===== src/rtl/shift_xfer_ctrl.sv =====
// Word-wide serial exchange sequencer for an external shift register.
// Sends a TX word MSB first on ser_out and returns the shifted-in word as RX.
module shift_xfer_ctrl #(
    parameter int WIDTH = 8,
    parameter int DIV   = 4
) (
    input  logic             clk,
    input  logic             rst_n,
    input  logic [WIDTH-1:0] tx_data,
    input  logic             tx_valid,
    output logic             tx_ready,
    output logic [WIDTH-1:0] rx_data,
    output logic             rx_valid,
    input  logic             rx_ready,
    output logic             ser_out,
    input  logic             ser_in,
    output logic             sr_shift_en,
    output logic             sr_serial_in,
    input  logic [WIDTH-1:0] sr_parallel_out,
    output logic             busy
);

    localparam int BW = $clog2(WIDTH + 1);
    localparam int DW = (DIV > 1) ? $clog2(DIV) : 1;
    localparam logic [DW-1:0] DIV_LAST = DW'(DIV - 1);
    localparam logic [BW-1:0] BIT_LAST = BW'(WIDTH - 1);

    typedef enum logic [1:0] {
        IDLE,
        SHIFT,
        SETTLE,
        DONE
    } state_t;

    state_t           state_q, state_d;
    logic [WIDTH-1:0] tx_sh_q, tx_sh_d;
    logic [BW-1:0]    bit_cnt_q, bit_cnt_d;
    logic [DW-1:0]    div_cnt_q, div_cnt_d;
    logic             tx_ready_q, tx_ready_d;
    logic             rx_valid_q, rx_valid_d;
    logic [WIDTH-1:0] rx_data_q, rx_data_d;
    logic             ser_out_q, ser_out_d;
    logic             shift_en_q, shift_en_d;
    logic             serial_in_q, serial_in_d;
    logic             busy_q, busy_d;

    always_ff @(posedge clk or negedge rst_n) begin
        if (!rst_n) begin
            state_q     <= IDLE;
            tx_sh_q     <= '0;
            bit_cnt_q   <= '0;
            div_cnt_q   <= '0;
            tx_ready_q  <= 1'b0;
            rx_valid_q  <= 1'b0;
            rx_data_q   <= '0;
            ser_out_q   <= 1'b0;
            shift_en_q  <= 1'b0;
            serial_in_q <= 1'b0;
            busy_q      <= 1'b0;
        end else begin
            state_q     <= state_d;
            tx_sh_q     <= tx_sh_d;
            bit_cnt_q   <= bit_cnt_d;
            div_cnt_q   <= div_cnt_d;
            tx_ready_q  <= tx_ready_d;
            rx_valid_q  <= rx_valid_d;
            rx_data_q   <= rx_data_d;
            ser_out_q   <= ser_out_d;
            shift_en_q  <= shift_en_d;
            serial_in_q <= serial_in_d;
            busy_q      <= busy_d;
        end
    end

    always_comb begin
        state_d     = state_q;
        tx_sh_d     = tx_sh_q;
        bit_cnt_d   = bit_cnt_q;
        div_cnt_d   = div_cnt_q;
        tx_ready_d  = tx_ready_q;
        rx_valid_d  = rx_valid_q;
        rx_data_d   = rx_data_q;
        ser_out_d   = ser_out_q;
        shift_en_d  = 1'b0;
        serial_in_d = serial_in_q;

        case (state_q)
            IDLE: begin
                tx_ready_d = 1'b1;
                ser_out_d  = 1'b0;
                if (tx_valid && tx_ready_q) begin
                    tx_sh_d    = tx_data;
                    bit_cnt_d  = '0;
                    div_cnt_d  = '0;
                    tx_ready_d = 1'b0;
                    ser_out_d  = tx_data[WIDTH-1];
                    state_d    = SHIFT;
                end
            end
            SHIFT: begin
                if (div_cnt_q == DIV_LAST) begin
                    // Bit period ends: sample the line and strobe the register.
                    div_cnt_d   = '0;
                    serial_in_d = ser_in;
                    shift_en_d  = 1'b1;
                    tx_sh_d     = tx_sh_q << 1;
                    bit_cnt_d   = bit_cnt_q + BW'(1);
                    if (bit_cnt_q == BIT_LAST) begin
                        ser_out_d = 1'b0;
                        state_d   = SETTLE;
                    end else begin
                        ser_out_d = tx_sh_d[WIDTH-1];
                    end
                end else begin
                    div_cnt_d = div_cnt_q + DW'(1);
                end
            end
            SETTLE: begin
                state_d = DONE;
            end
            DONE: begin
                // First DONE cycle sees the register after the final shift.
                if (!rx_valid_q) begin
                    rx_data_d  = sr_parallel_out;
                    rx_valid_d = 1'b1;
                end else if (rx_ready) begin
                    rx_valid_d = 1'b0;
                    tx_ready_d = 1'b1;
                    state_d    = IDLE;
                end
            end
            default: begin
                state_d = IDLE;
            end
        endcase

        busy_d = (state_d != IDLE);
    end

    assign tx_ready     = tx_ready_q;
    assign rx_valid     = rx_valid_q;
    assign rx_data      = rx_data_q;
    assign ser_out      = ser_out_q;
    assign sr_shift_en  = shift_en_q;
    assign sr_serial_in = serial_in_q;
    assign busy         = busy_q;

endmodule


===== config.mk =====
export PLATFORM = sky130hd
export DESIGN_NAME = shift_xfer_ctrl
export DESIGN_NICKNAME = d
export VERILOG_FILES = /design/src/rtl/shift_xfer_ctrl.sv
export SDC_FILE = /design/constraint.sdc
export NUM_CORES = 1
export LEC_CHECK = 0
export CELL_PAD_IN_SITES_DETAIL_PLACEMENT = 1
export CELL_PAD_IN_SITES_GLOBAL_PLACEMENT = 1
export CORE_AREA = 2 2 63 65
export CTS_CLUSTER_DIAMETER = 80
export DETAILED_ROUTE_END_ITERATION = 6
export DIE_AREA = 0 0 65 67
export PLACE_DENSITY = 0.74
export RECOVER_POWER = 50
export REMOVE_ABC_BUFFERS = 1
export SLEW_MARGIN = 0
export SYNTH_ARGS = -nofsm -noshare
export SYNTH_HDL_FRONTEND = slang
export SYNTH_SLANG_ARGS = --single-unit

===== constraint.sdc =====
create_clock -name clk -period 2.1 [get_ports clk]
set_input_delay 0.21 -clock clk [delete_from_list [all_inputs] [get_ports clk]]
set_output_delay 0.21 -clock clk [all_outputs]
set_load 0.1 [all_outputs]

**Word level (Yosys, flattened, before mapping)**

Index checks and enable logic that the tools add are counted.

- Flip-flop bits (word level): 29
- Input bits: 21
- Output and inout port bits: 14

- Add/sub/neg operators: 2
- Equal/unequal tests: 9
- Multiplexer cells: 27
- Bitwise logic cells: 1
- Reductions and logical operators: 11

Operator list:

| kind | count |
|---|---|
| $mux W2 | 7 |
| $mux W7 | 2 |
| $pmux W7 S2 | 1 |
| $mux W1 | 10 |
| $mux W4 | 2 |
| $ne A2 B2 Y1 const B | 4 |
| $pmux W2 S4 | 1 |
| $pmux W4 S2 | 1 |
| $reduce_and A2 Y1 | 4 |
| $eq A2 B2 Y1 const B | 3 |
| $reduce_and A3 Y1 | 2 |
| $reduce_bool A2 Y1 | 3 |
| $add A4 B1 Y4 const B | 1 |
| $eq A4 B3 Y1 const B | 1 |
| $pmux W1 S2 | 2 |
| $pmux W2 S2 | 1 |
| $add A2 B1 Y2 const B | 1 |
| $eq A2 B1 Y1 const B | 1 |
| $logic_not A2 Y1 | 1 |
| $logic_and A1 B1 Y1 | 1 |
| $not A1 Y1 | 1 |

**Logic depth before layout (Yosys ltp)**

- Depth in word-level cells: 5
- Mapped depth: 5
- Depth with buffers taken out: 4

**Worst setup path after synthesis**

OpenSTA, ideal clock, no wires.

- Path kind: reg2reg
- From: reg tx_ready_q, in the netlist tx_ready
- To: reg tx_sh_q[1]
- Setup time: 0.125 ns
- Data arrival time: 1.828 ns
- Data required time: 1.975 ns
- Path slack: 0.147 ns
- Cell stages (with the launch flop): 4
- Path through: dfrtp_1 nand3b_1 a21oi_2 mux2_2

- Word-level cells in the longest chain between the ends: 3

Ends and longest elaborated chain:

| item | RTL line | source |
|---|---|---|
| from (decl) | 39 | `logic tx_ready_q, tx_ready_d;` |
| from (signal assigned) | 65 | `tx_ready_q <= tx_ready_d;` |
| $logic_and A1 B1 Y1 | 91 | `if (tx_valid && tx_ready_q) begin` |
| $ne A2 B2 Y1 (no source line) | - |  |
| $reduce_and A3 Y1 (no source line) | - |  |
| to (signal assigned) | 62 | `tx_sh_q <= tx_sh_d;` |
| to (decl) | 36 | `logic [WIDTH-1:0] tx_sh_q, tx_sh_d;` |

No other way between the ends.
A chain may end at the register's enable or synchronous reset.

**Final worst setup path**

- From: reg state_q[1]
- To: reg rx_data_q[3], in the netlist rx_data[3]

- Word-level cells in the longest chain between the ends: 2

Ends and longest elaborated chain:

| item | RTL line | source |
|---|---|---|
| from (decl) | 35 | `state_t state_q, state_d;` |
| from (signal assigned) | 61 | `state_q <= state_d;` |
| $eq A2 B2 Y1 | 87 | `case (state_q)` |
| $reduce_and A2 Y1 (no source line) | - |  |
| to (signal assigned) | 67 | `rx_data_q <= rx_data_d;` |
| to (decl) | 41 | `logic [WIDTH-1:0] rx_data_q, rx_data_d;` |

No other way between the ends.

==> impl_metrics.yaml <==
setup_path:
  cp_num_buf_inv: 1
  crit_type: "flip-flop to flip-flop"
  slowest_delay_ns: 0.46
  cp_slowest_cell: "dfrtp_1"
  arrival_ns: 1.87
  critPathMaxFanout: 10
  crit_chain: "clkbuf_1 > nand3b_1 > mux2_2"
  cpLargestDelayFamily: "flip-flops"
  worst_setup_path_end_kind: "flip-flop"
  start_kind: "flip-flop"
  worstPathRequired_ns: 2.26
drt:
  drt_iter0_drc: 23
  vias_per_cell: 4.851
  route.detailed.drc: 0
  route.met2.wl_um: 1514
  maxUsedRoutingLayer: "met4"
  first_pass_iters: 4
  met1_length_um: 1276
  wl_per_cell_um: 15.20
  vias: 946
  drt-total-wl_um: 2964
  route.met3.wl_um: 134
  drtAntennaViolNets: 0
global_route:
  first_global_vias: 1051
  grt_use_total_pct: 16.06
  antenna_found_initial: 0
  overflow: 0
  grt_pass1_wl_um: 5030
  grt_max_degree: 30
floorplan:
  fp.dieH_um: 67
  core_region_area_mm2: 0.003606
  die_x_um: 65
  die-area_mm2: 0.004355
  placementRows: 22
  ioPinCount: 35
  initial_core_util_pct: 37.61
clocking:
  postCtsResizedCells: 0
  clk_pin_slew_ns: 0.06
  htree_levels: 2
  clk_latency_ns: 0.28
  ctsHoldBuffers: 0
  max-clock-path-buffers: 2
  cts_tree: "built"
  root_buffer: "clkbuf_8"
  cts_sinks: 29
  cts_buffers: 5
  postCtsSetupRepairBufs: 0
synthesis:
  synth_seq_cells: 29
  synth_top_cell_by_area: "dfrtp_1"
  synth_cell_types: 27
  avgSynthCellArea_um2: 12.80
  seq_area_frac_synth_pct: 53.51
  async_flop_share_pct: 100.0
  yosysTopAreaCellShare_pct: 53.51
  synth-edff-count: 0
  yosysWarningCount: 0
  ys.flop_type: "dfrtp_1"
  synth.area.top_cells: "dfrtp_1, mux2_2, mux2_4"
  synthCells: 106
  syn_area_mm2: 0.001356
sta:
  rsz0062_at_grt: "no"
  hold_viol: 0
  skew_ns: 0.006552
  max_freq_mhz: 586.6
  maxSlewHeadroom_pct: 21.66
  tightest_slew_ns: 1.180
  tns_ns: 0
  period_needed_ns: 1.705
  setup_viol: 0
  finalMaxSlewViolations: 0
  fin_crit_sh_pct: 81.17
  setup_slack_ns: 0.3953
final_layout:
  antenna_cells: 0
  syn_to_final_growth_pct: 32.29
  final_layout_size_suffix_gt1_share_pct: 31.97
  mostFrequentLayoutCells: "dfrtp_1, mux2_2, clkdlybuf4s50_1"
  fin_nets: 169
  layout_commonest_cell: "dfrtp_1"
placed_design:
  place_ws_ns: 0.2819
  hpwl_um: 2159
  port_buffers: 34
  gp_congestion: 0.7288
min_path:
  hold_path.class: "input port to asynchronous set/reset pin"
status:
  status: "completed"
flow_run:
  drv_cap: 0
-- Yosys cell counts (2+ instances only) --
cell type,number
buf_2,2
inv_1,6
nand3b_1,3
nand2_1,3
nand4_1,3
a21oi_1,10
buf_6,2
dfrtp_1,29
mux2_4,4
a22o_1,4
mux2_2,20
ha_1,2
nor2_1,4
-- final timing paths --
path | from | end | slack [ns] | cells after the start
worst max-delay path | state_q[1] | rx_data[3] | 0.40 | 3
worst min-delay path | rst_n | tx_sh_q[4] | 0.39 | 2
min in group clk | rx_data[5] | rx_data[5] | 0.50 | 1
worst max register to register | state_q[1] | rx_data[3] | 0.40 | 3
worst min register to register | rx_data[5] | rx_data[5] | 0.50 | 1
max in group asynchronous | rst_n | sr_shift_en | 1.44 | 2
-- area by class of cell --
type                            count  area, µm²
Fill cell                         373       1812
Sequential cell                    29      725.7
Multi-Input combinational cell     66      571.8
Timing Repair Buffer               38      312.8
Clock buffer                        7      96.34
Tap cell                           48      60.06
Inverter                            6      22.52
Clock inverter                      1      5.005
-- sequential cells by signal, indices dropped and copies added, names as in the netlist --
name,cells
tx_sh_q,7
busy,1
rx_data,8
state_q,2
sr_serial_in,1
rx_valid,1
bit_cnt_q,4
ser_out,1
div_cnt_q,2
tx_ready,1
sr_shift_en,1
-- cell families after synthesis --
logic type / after synthesis / share of synthesized area (%)
flops: 29 / 53.51
mux: 24 / 21.03
compound gates: 20 / 10.15
simple gates: 20 / 9.133
buf+inv: 11 / 4.335
fa+ha+maj: 2 / 1.845
-- per-stage QoR --
stage               instance area [µm²]  cells  hold slack [ns]  utilization (%)
floorplan                          1320    101         -0.08559                -
global placement                   1715    187           0.4880            47.57
detailed placement                 1715    187           0.4969            47.57
CTS                                1817    195           0.3308            50.38
global route                       1794    195           0.4352            49.76
finish                             1794    195           0.3932            49.76
-- worst register-to-register path, stage by stage (launching register included) --
cell      delay (ns)
dfrtp_1         0.46
clkbuf_1        0.37
nand3b_1        0.37
mux2_2          0.39
-- metal layers --
metal	track usage (%)	vias to the layer above
met5	0	-
met4	7.979	0
met3	5.236	2
met2	25.77	20
met1	19.35	464
li1	-	460
Power is left out: the tool's default activity adds up to more than one toggle a clock period on the data nets, which glitch-free logic cannot reach.
